--- config.mk ---
export PLATFORM = sky130hd
export DESIGN_NAME = morse_sequence_player
export DESIGN_NICKNAME = d
export VERILOG_FILES = /design/src/rtl/morse_sequence_player.sv
export SDC_FILE = /design/constraint.sdc
export NUM_CORES = 1
export LEC_CHECK = 0
export ABC_AREA = 1
export ABC_CLOCK_PERIOD_IN_PS = 2300
export CAP_MARGIN = 20
export CORE_MARGIN = 5
export CORE_UTILIZATION = 30
export CTS_BUF_LIST = sky130_fd_sc_hd__clkbuf_16
export DETAILED_ROUTE_END_ITERATION = 16
export GPL_ROUTABILITY_DRIVEN = 0
export GPL_TIMING_DRIVEN = 0
export SYNTH_ARGS = -nofsm -noshare
export SYNTH_HDL_FRONTEND = slang
export SYNTH_SLANG_ARGS = --single-unit
--- constraint.sdc ---
create_clock -name Clk -period 2.3 [get_ports Clk]
set_input_delay 0.345 -clock Clk [delete_from_list [all_inputs] [get_ports Clk]]
set_output_delay 0.345 -clock Clk [all_outputs]
set_load 0.02 [all_outputs]
--- src/rtl/morse_sequence_player.sv ---
// Plays a captured pair of 10-bit encoded Morse sequences as a timed on/off keying signal.
// Symbols are 2-bit pairs, MSB first: 00 dot, 01 dash, 10 space, 11 empty.
module morse_sequence_player #(
  parameter int unsigned UNIT_CYCLES = 12_500_000,
  parameter int unsigned CNT_W       = 24
) (
  input  logic       Clk,
  input  logic       Resetbar,
  input  logic [9:0] FirstSeq,
  input  logic [9:0] SecSeq,
  input  logic       SeqValid,
  output logic       SeqReady,
  output logic       Busy,
  output logic       MorseOut,
  output logic       Done
);

  typedef enum logic [2:0] {
    StIdle,
    StFetch,
    StMark,
    StElemGap,
    StGap,
    StDone
  } stateT;

  localparam logic [CNT_W-1:0] LastCnt = CNT_W'(UNIT_CYCLES - 1);

  stateT            stateQ, stateD;
  logic [9:0]       firstQ, firstD;
  logic [9:0]       secQ, secD;
  logic             selQ, selD;
  logic [2:0]       idxQ, idxD;
  logic             lfQ, lfD;
  logic [2:0]       unitsQ, unitsD;
  logic [CNT_W-1:0] cntQ, cntD;

  logic             morseQ, morseD;
  logic             doneQ, doneD;
  logic             readyQ, readyD;

  logic [9:0]       curSeq;
  logic [1:0]       sym;
  logic             unitEnd;
  logic             endSeq;

  // State register and datapath registers
  always_ff @(posedge Clk or negedge Resetbar) begin
    if (!Resetbar) begin
      stateQ <= StIdle;
      firstQ <= '0;
      secQ   <= '0;
      selQ   <= 1'b0;
      idxQ   <= '0;
      lfQ    <= 1'b0;
      unitsQ <= '0;
      cntQ   <= '0;
      morseQ <= 1'b0;
      doneQ  <= 1'b0;
      readyQ <= 1'b1;
    end else begin
      stateQ <= stateD;
      firstQ <= firstD;
      secQ   <= secD;
      selQ   <= selD;
      idxQ   <= idxD;
      lfQ    <= lfD;
      unitsQ <= unitsD;
      cntQ   <= cntD;
      morseQ <= morseD;
      doneQ  <= doneD;
      readyQ <= readyD;
    end
  end

  assign curSeq  = selQ ? secQ : firstQ;
  assign unitEnd = (cntQ == LastCnt);

  // Symbol at the current index; positions past the last pair read as empty.
  always_comb begin
    sym = 2'b11;
    case (idxQ)
      3'd0:    sym = curSeq[9:8];
      3'd1:    sym = curSeq[7:6];
      3'd2:    sym = curSeq[5:4];
      3'd3:    sym = curSeq[3:2];
      3'd4:    sym = curSeq[1:0];
      default: sym = 2'b11;
    endcase
  end

  // Next-state and datapath update
  always_comb begin
    stateD = stateQ;
    firstD = firstQ;
    secD   = secQ;
    selD   = selQ;
    idxD   = idxQ;
    lfD    = lfQ;
    unitsD = unitsQ;
    cntD   = cntQ;
    endSeq = 1'b0;

    unique case (stateQ)
      StIdle: begin
        if (SeqValid) begin
          firstD = FirstSeq;
          secD   = SecSeq;
          selD   = 1'b0;
          idxD   = '0;
          lfD    = 1'b0;
          cntD   = '0;
          stateD = StFetch;
        end
      end

      StFetch: begin
        cntD = '0;
        if (idxQ < 3'd5 && !sym[1]) begin
          stateD = StMark;
          unitsD = sym[0] ? 3'd3 : 3'd1;
          lfD    = 1'b1;
          idxD   = idxQ + 3'd1;
        end else if (idxQ < 3'd5 && sym == 2'b10) begin
          stateD = StGap;
          unitsD = 3'd4;
        end else if (lfQ) begin
          // Letter gap: the preceding element gap supplies the first unit of three.
          stateD = StGap;
          unitsD = 3'd2;
        end else begin
          endSeq = 1'b1;
        end
      end

      StMark, StElemGap, StGap: begin
        cntD = unitEnd ? '0 : cntQ + CNT_W'(1);
        if (unitEnd) begin
          if (unitsQ != 3'd1) begin
            unitsD = unitsQ - 3'd1;
          end else begin
            unique case (stateQ)
              StMark: begin
                stateD = StElemGap;
                unitsD = 3'd1;
              end
              StElemGap: stateD = StFetch;
              default:   endSeq = 1'b1;
            endcase
          end
        end
      end

      StDone: stateD = StIdle;

      default: stateD = StIdle;
    endcase

    if (endSeq) begin
      if (!selQ) begin
        selD   = 1'b1;
        idxD   = '0;
        lfD    = 1'b0;
        stateD = StFetch;
      end else begin
        stateD = StDone;
      end
    end
  end

  // Outputs are decoded from the next state and registered, so they track stateQ glitch-free.
  always_comb begin
    morseD = (stateD == StMark);
    doneD  = (stateD == StDone);
    readyD = (stateD == StIdle);
  end

  assign MorseOut = morseQ;
  assign Done     = doneQ;
  assign SeqReady = readyQ;
  assign Busy     = ~readyQ;

endmodule

Yosys cells after proc, flatten, opt, wreduce, memory -nomap -nowiden
Cells that the tools add are included.
{"block": "totals", "register_bits": 58, "wordCells": 90}
{"block": "op_classes", "bitwise": 1, "addsub": 3, "mux": 44, "n_reduce_logical": 13, "magnitude_cmp": 1, "n_eq_ne": 17}
{"cell": "$pmux 24 s3", "n": 1}
{"cell": "$mux 3", "n": 18}
{"cell": "$mux 24", "n": 2}
{"cell": "$add 24x1->24 const B", "n": 1}
{"cell": "$eq 24x24->1 const B", "n": 1}
{"cell": "$pmux 3 s2", "n": 3}
{"cell": "$eq 3x2->1 const B", "n": 5}
{"cell": "$mux 1", "n": 14}
{"cell": "$mux 10", "n": 1}
{"cell": "$pmux 2 s5", "n": 1}
{"cell": "$eq 3x3->1 const B", "n": 3}
{"cell": "$logic_not 3->1", "n": 3}
{"cell": "$pmux 3 s3", "n": 1}
{"cell": "$eq 3x1->1 const B", "n": 2}
{"cell": "$ne 2x2->1 const B", "n": 2}
{"cell": "$ne 4x4->1 const B", "n": 1}
{"cell": "$pmux 1 s2", "n": 2}
{"cell": "$reduce_and 2->1", "n": 2}
{"cell": "$reduce_and 4->1", "n": 1}
{"cell": "$add 3x1->3 const B", "n": 1}
{"cell": "$lt 3x3->1 const B", "n": 1}
{"cell": "$ne 3x1->1 const B", "n": 1}
{"cell": "$ne 3x3->1 const B", "n": 1}
{"cell": "$reduce_bool 3->1", "n": 1}
{"cell": "other kinds (9)", "n": 10}

Logic depth before layout (Yosys ltp)
{"block": "depth", "ltp_word": 9, "depth_mapped": 14, "ltp_nobuf": 14}

Least setup slack after synthesis
OpenSTA, ideal clock, no wires.
{"block": "synth_path", "kind": "register -> register", "start": "register idxQ[0]", "end": "register idxQ[0]", "required_ns": 2.173, "path_stages_with_launch": 13, "path_buffers": 0, "slack_ns": 0.574, "t_arrival_ns": 1.599, "path_cell_list": "dfrtp_1 ha_1 ha_1 nor2_1 nand3_2 nand2_1 inv_1 nand2_1 nor2_2 nand2_2 nand2_2 o21bai_4 a21oi_1"}
{"block": "synth_via", "elab_chain_cells": 8, "word_cells_on_any_way": 20, "classes_between": "1 x add/sub; 1 x order compare; 5 x eq/ne; 9 x mux; 4 x reduce/logical"}
{"element": "start, declared", "line": "33", "source": "logic [2:0] idxQ, idxD;"}
{"element": "start signal, assigned", "line": "66", "source": "idxQ <= idxD;"}
{"element": "$eq 3x3->1, or another cell as far along", "line": "82", "source": "case (idxQ)"}
{"element": "$pmux 2 s5", "line": "82"}
{"element": "$eq 2x2->1 or $logic_not 1->1 (tied branches)", "line": "124, 119"}
{"element": "$logic_and 1x1->1 (on tied branches)", "line": "124, 119"}
{"element": "$mux 1 or $mux 3 (tied branches)", "line": "124, 119"}
{"element": "$mux 1 or $pmux 3 s2 (tied branches)", "line": "119, 104"}
{"element": "$pmux 1 s2 or $mux 3 (tied branches)", "line": "104, 160"}
{"element": "$mux 3 (*)", "line": "159", "source": "if (endSeq) begin"}
{"element": "named net idxD[0]", "line": "33"}
The timed path passes the listed nets; every way through them passes the cells marked *.
A chain may end at the register's enable or synchronous reset.

Worst setup path in the final report
{"block": "layout_path", "start": "register cntQ[0]", "end": "register stateQ[2]"}
{"block": "layout_via", "elab_chain_cells": 4, "word_cells_on_any_way": 6, "classes_between": "1 x eq/ne; 5 x mux"}
{"element": "start, declared", "line": "36", "source": "logic [CNT_W-1:0] cntQ, cntD;"}
{"element": "start signal, assigned", "line": "69", "source": "cntQ <= cntD;"}
{"element": "$eq 24x24->1 (*)", "line": "77", "source": "assign unitEnd = (cntQ == LastCnt);"}
{"element": "$mux 3 or $mux 1 (tied branches)", "line": "138", "source": "if (unitEnd) begin"}
{"element": "$pmux 3 s3 or $pmux 1 s2 (tied branches)", "line": "104", "source": "unique case (stateQ)"}
{"element": "$mux 3 (*)", "line": "159"}
{"element": "named net stateD[2]", "line": "29", "source": "stateT stateQ, stateD;"}
{"element": "end signal, assigned", "line": "50", "source": "stateQ <= StIdle;"}
{"element": "end signal, assigned", "line": "62", "source": "stateQ <= stateD;"}
{"element": "end, declared", "line": "29"}
Marked as above.

==> reports/qor.txt <==
=============================================================================
# diodes                                                                    0
Mean cell area of the mapped netlist                                 7.32 µm²
Number of port buffers                                                     26
Sequential cell area                                                 1450 µm²
Max-cap violations                                                          0
Highest ir drop seen on vdd                                          0.348 mV
Leakage power of the design                                           2.03 nW
Worst setup slack before clock tree synthesis                        0.157 ns
Overall die width                                                      119 µm
Number of hold violations in the final report                               0
Launching element type of the critical path                          register
Post-synthesis instance total                                             484
Worst-case headroom to the max-slew limit                               0.430
Global-route wire length before repair                                14.8 mm
Power density cells                                                525 nW/µm²
Root Buffer                                                      sky130_fd_sc_hd__clkbuf_16
Filler cell count                                                       1,202
Number of nets in the layout                                              553
Clock Sink Count                                                           58
Hold crit path type                                              primary input to async pin
Final setup TNS                                                          0 ns
Dominant combinational cell family by area after synthesis       simple AND/OR/NAND/NOR gates
Share of cells above drive strength 1                                   0.124
Num rows                                                                   39
Via-per-instance ratio                                                   4.69
Endpoint type of the worst setup path                                register
Maximum operating frequency                                         0.478 GHz
Max Slew Vio Count                                                          0
Most used flip-flop cell after synthesis                         sky130_fd_sc_hd__dfrtp_1
Data arrival time of the critical path                                2.29 ns
Cell type with the largest total area after synthesis            sky130_fd_sc_hd__dfrtp_1
Post-route standard cell area excluding fillers                      4250 µm²
Worst setup path start                                           cntQ[0]$_DFFE_PN0P_
H-Tree Depth                                                                3
Initial core utilization                                                0.308
Area grow syn2layout                                                    19.9%
Setup violations, final                                                     0
Post-synth cell types                                                      37
Synthesized netlist net count                                             515
Full die area                                                      14,100 µm²
Standard cell core area                                            11,500 µm²
Detailed Route WL                                                     8.48 mm
Most common library cell in the layout ignoring fill and taps    sky130_fd_sc_hd__nand2_1
Clock Path Buffers                                                          2
Post-synthesis sequential area ratio                                    0.410
Count of TritonRoute iterations in the first routing pass                   4
Maximum fanout along the worst path                                         7
Area of combinational cells with multiple inputs                     1800 µm²
FFs w/ async S/R, synth                                                  1.00
Area share of the leading cell type in the synthesized netlist          0.403
Antenna violations before repair                                            0
Placed Instance Area                                                 4000 µm²
Post-layout minimum cycle time                                        2.09 ns
DRC violation count after routing                                           0
Post-detail-place hpwl                                                6.38 mm
CTS clock-pin slew for the worst setup and hold paths                 0.05 ns
Worst clock skew on the final layout                               0.00633 ns
Setup repair after global routing missed its margin                        no
Critical path start-end classification                           register to register
Resized cells post-CTS                                                      0
Insertion delay to the later sink of the worst-skew pair              0.33 ns
Outcome                                                          complete, no violations
EDFF count, synth                                                           0
Post-CTS Hold Buffers                                                       0
Synthesized-area fraction occupied by adder cells                      0.0283
Reg-to-reg startpoint                                            cntQ[0]$_DFFE_PN0P_
Leading cell types in the layout, fill and taps excluded         sky130_fd_sc_hd__nand2_1 (157), sky130_fd_sc_hd__dfrtp_1 (57), sky130_fd_sc_hd__inv_1 (56), sky130_fd_sc_hd__nor2_1 (44), sky130_fd_sc_hd__clkdlybuf4s50_1 (25)
Vertical die dimension                                                 119 µm
Cts bufs inserted                                                           9
Period utilisation layout                                               0.910
Synth Register Bits                                                        58
Most area-consuming cells after synthesis                        sky130_fd_sc_hd__dfrtp_1 (40%), sky130_fd_sc_hd__nand2_1 (17%), sky130_fd_sc_hd__inv_1 (5.8%)
Number of vias after detailed routing                                   3,140
Actual slew at the worst max-slew pin                                0.854 ns
Fraction of the mapped netlist area in compound gates                  0.0823
Post-DRT Antenna Nets                                                       0
Required time of the worst setup path                                 2.50 ns
I/O pin count                                                              27
TritonCTS clock tree                                                     done
Worst hold margin                                                    0.118 ns
Vias in the first global route                                          3,217
Mux cell area share after synthesis                                         0
Warning count from the yosys run                                            0
Pin count of the biggest net entering global routing                       36
Total gr overflow                                                           0
Iteration-0 DRC count of the detailed router                              215
Overall routing resource usage                                          0.129
Xor-xnor portion of the synthesized cell area                          0.0173
Setup ws final                                                       0.206 ns
Number of buffers inserted to repair setup after CTS                        0
Routed length per placed instance                                     12.7 µm
Area fraction in and, or, nand and nor cells after synthesis            0.379
Netlist area before placement                                        3540 µm²
Cell count of the worst reg-to-reg path                                     9
=============================================================================
==> cell type report <==
class                      instances  area share
inverter                          64      0.0571
tap                              143      0.0421
timing repair buffer              27      0.0648
sequential                        58       0.342
buffer                             8      0.0121
clock buffer                       9      0.0530
clock inverter                     6     0.00619
multi-input combinational        354       0.423
==> metrics by stage <==
| stage | utilization | std cells | power, mW |
|---|---|---|---|
| 2_1_floorplan | - | 484 | 1.04 |
| 3_3_place_gp | 0.346 | 653 | 1.10 |
| 3_5_place_dp | 0.347 | 654 | 1.10 |
| 4_1_cts | 0.369 | 669 | 2.27 |
| 5_1_grt | 0.369 | 669 | 2.31 |
| 6_report | 0.369 | 669 | 2.23 |
==> worst max-delay path, cell delays in order (launching register included) <==
cell and delay [ns]:
sky130_fd_sc_hd__dfrtp_1 0.48, sky130_fd_sc_hd__ha_1 0.29, sky130_fd_sc_hd__nand2_2 0.12, sky130_fd_sc_hd__nor2_4 0.20, sky130_fd_sc_hd__nand4_1 0.13, sky130_fd_sc_hd__nor2_2 0.14
sky130_fd_sc_hd__nand4_1 0.24, sky130_fd_sc_hd__inv_1 0.12, sky130_fd_sc_hd__o21bai_4 0.15, sky130_fd_sc_hd__a21oi_1 0.09
==> per-layer routing <==
layer	track usage	vias up	share of wire
li1	-	1629	-
met1	0.155	1451	0.45
met2	0.222	50	0.50
met3	0.0420	10	0.042
met4	0.0326	0	0.0093
met5	0	-	0
==> final timing paths <==
| path | end | slack (ns) |
|---|---|---|
| worst max-delay path | stateQ[2]$_DFF_PN0_ | 0.21 |
| worst min-delay path | cntQ[17]$_DFFE_PN0P_ | 0.12 |
| worst max register to register | stateQ[2]$_DFF_PN0_ | 0.21 |
| worst min register to register | secQ[6]$_DFFE_PN0P_ | 0.47 |
| max in group asynchronous | SeqReady$_DFF_PN1_ | 1.49 |
| min in group Clk | secQ[6]$_DFFE_PN0P_ | 0.47 |
==> state kept, by name, summed over array words and instances, names as in the netlist, 3 cells and up <==
register and count:
idxQ 3, unitsQ 3, firstQ 10, secQ 10, stateQ 3, cntQ 24
==> cells by family (layout without fill, tap and decap cells) <==
family | count (synthesis) | after routing
xor+xnor | 7 | 7
flops | 58 | 58
compound gates | 50 | 50
buf+inv | 72 | 114
fa+ha+maj | 8 | 8
simple gates | 289 | 289
==> cells in the mapped netlist (all sizes together), types with 2 or more instances <==
library cell,n
dfrtp,57
a21o,2
o21ai,25
nand4,19
nand3,31
buf,7
nor3,10
nor4,4
inv,64
xor2,7
nand2,166
a211oi,2
or2,2
nor2,56
o22ai,3
a21oi,15
ha,8
==> power by group <==
part | leakage, nW | total [mW] | internal [mW] | switching (mW)
registers | 0.740 | 1.02 | 1.02 | 0
clock network | 0.131 | 1.15 | 0.702 | 0.443
logic | 1.16 | 0.0604 | 0.0348 | 0.0256
total | 2.03 | 2.23 | 1.76 | 0.469
Power figures use the tool's default switching activity.
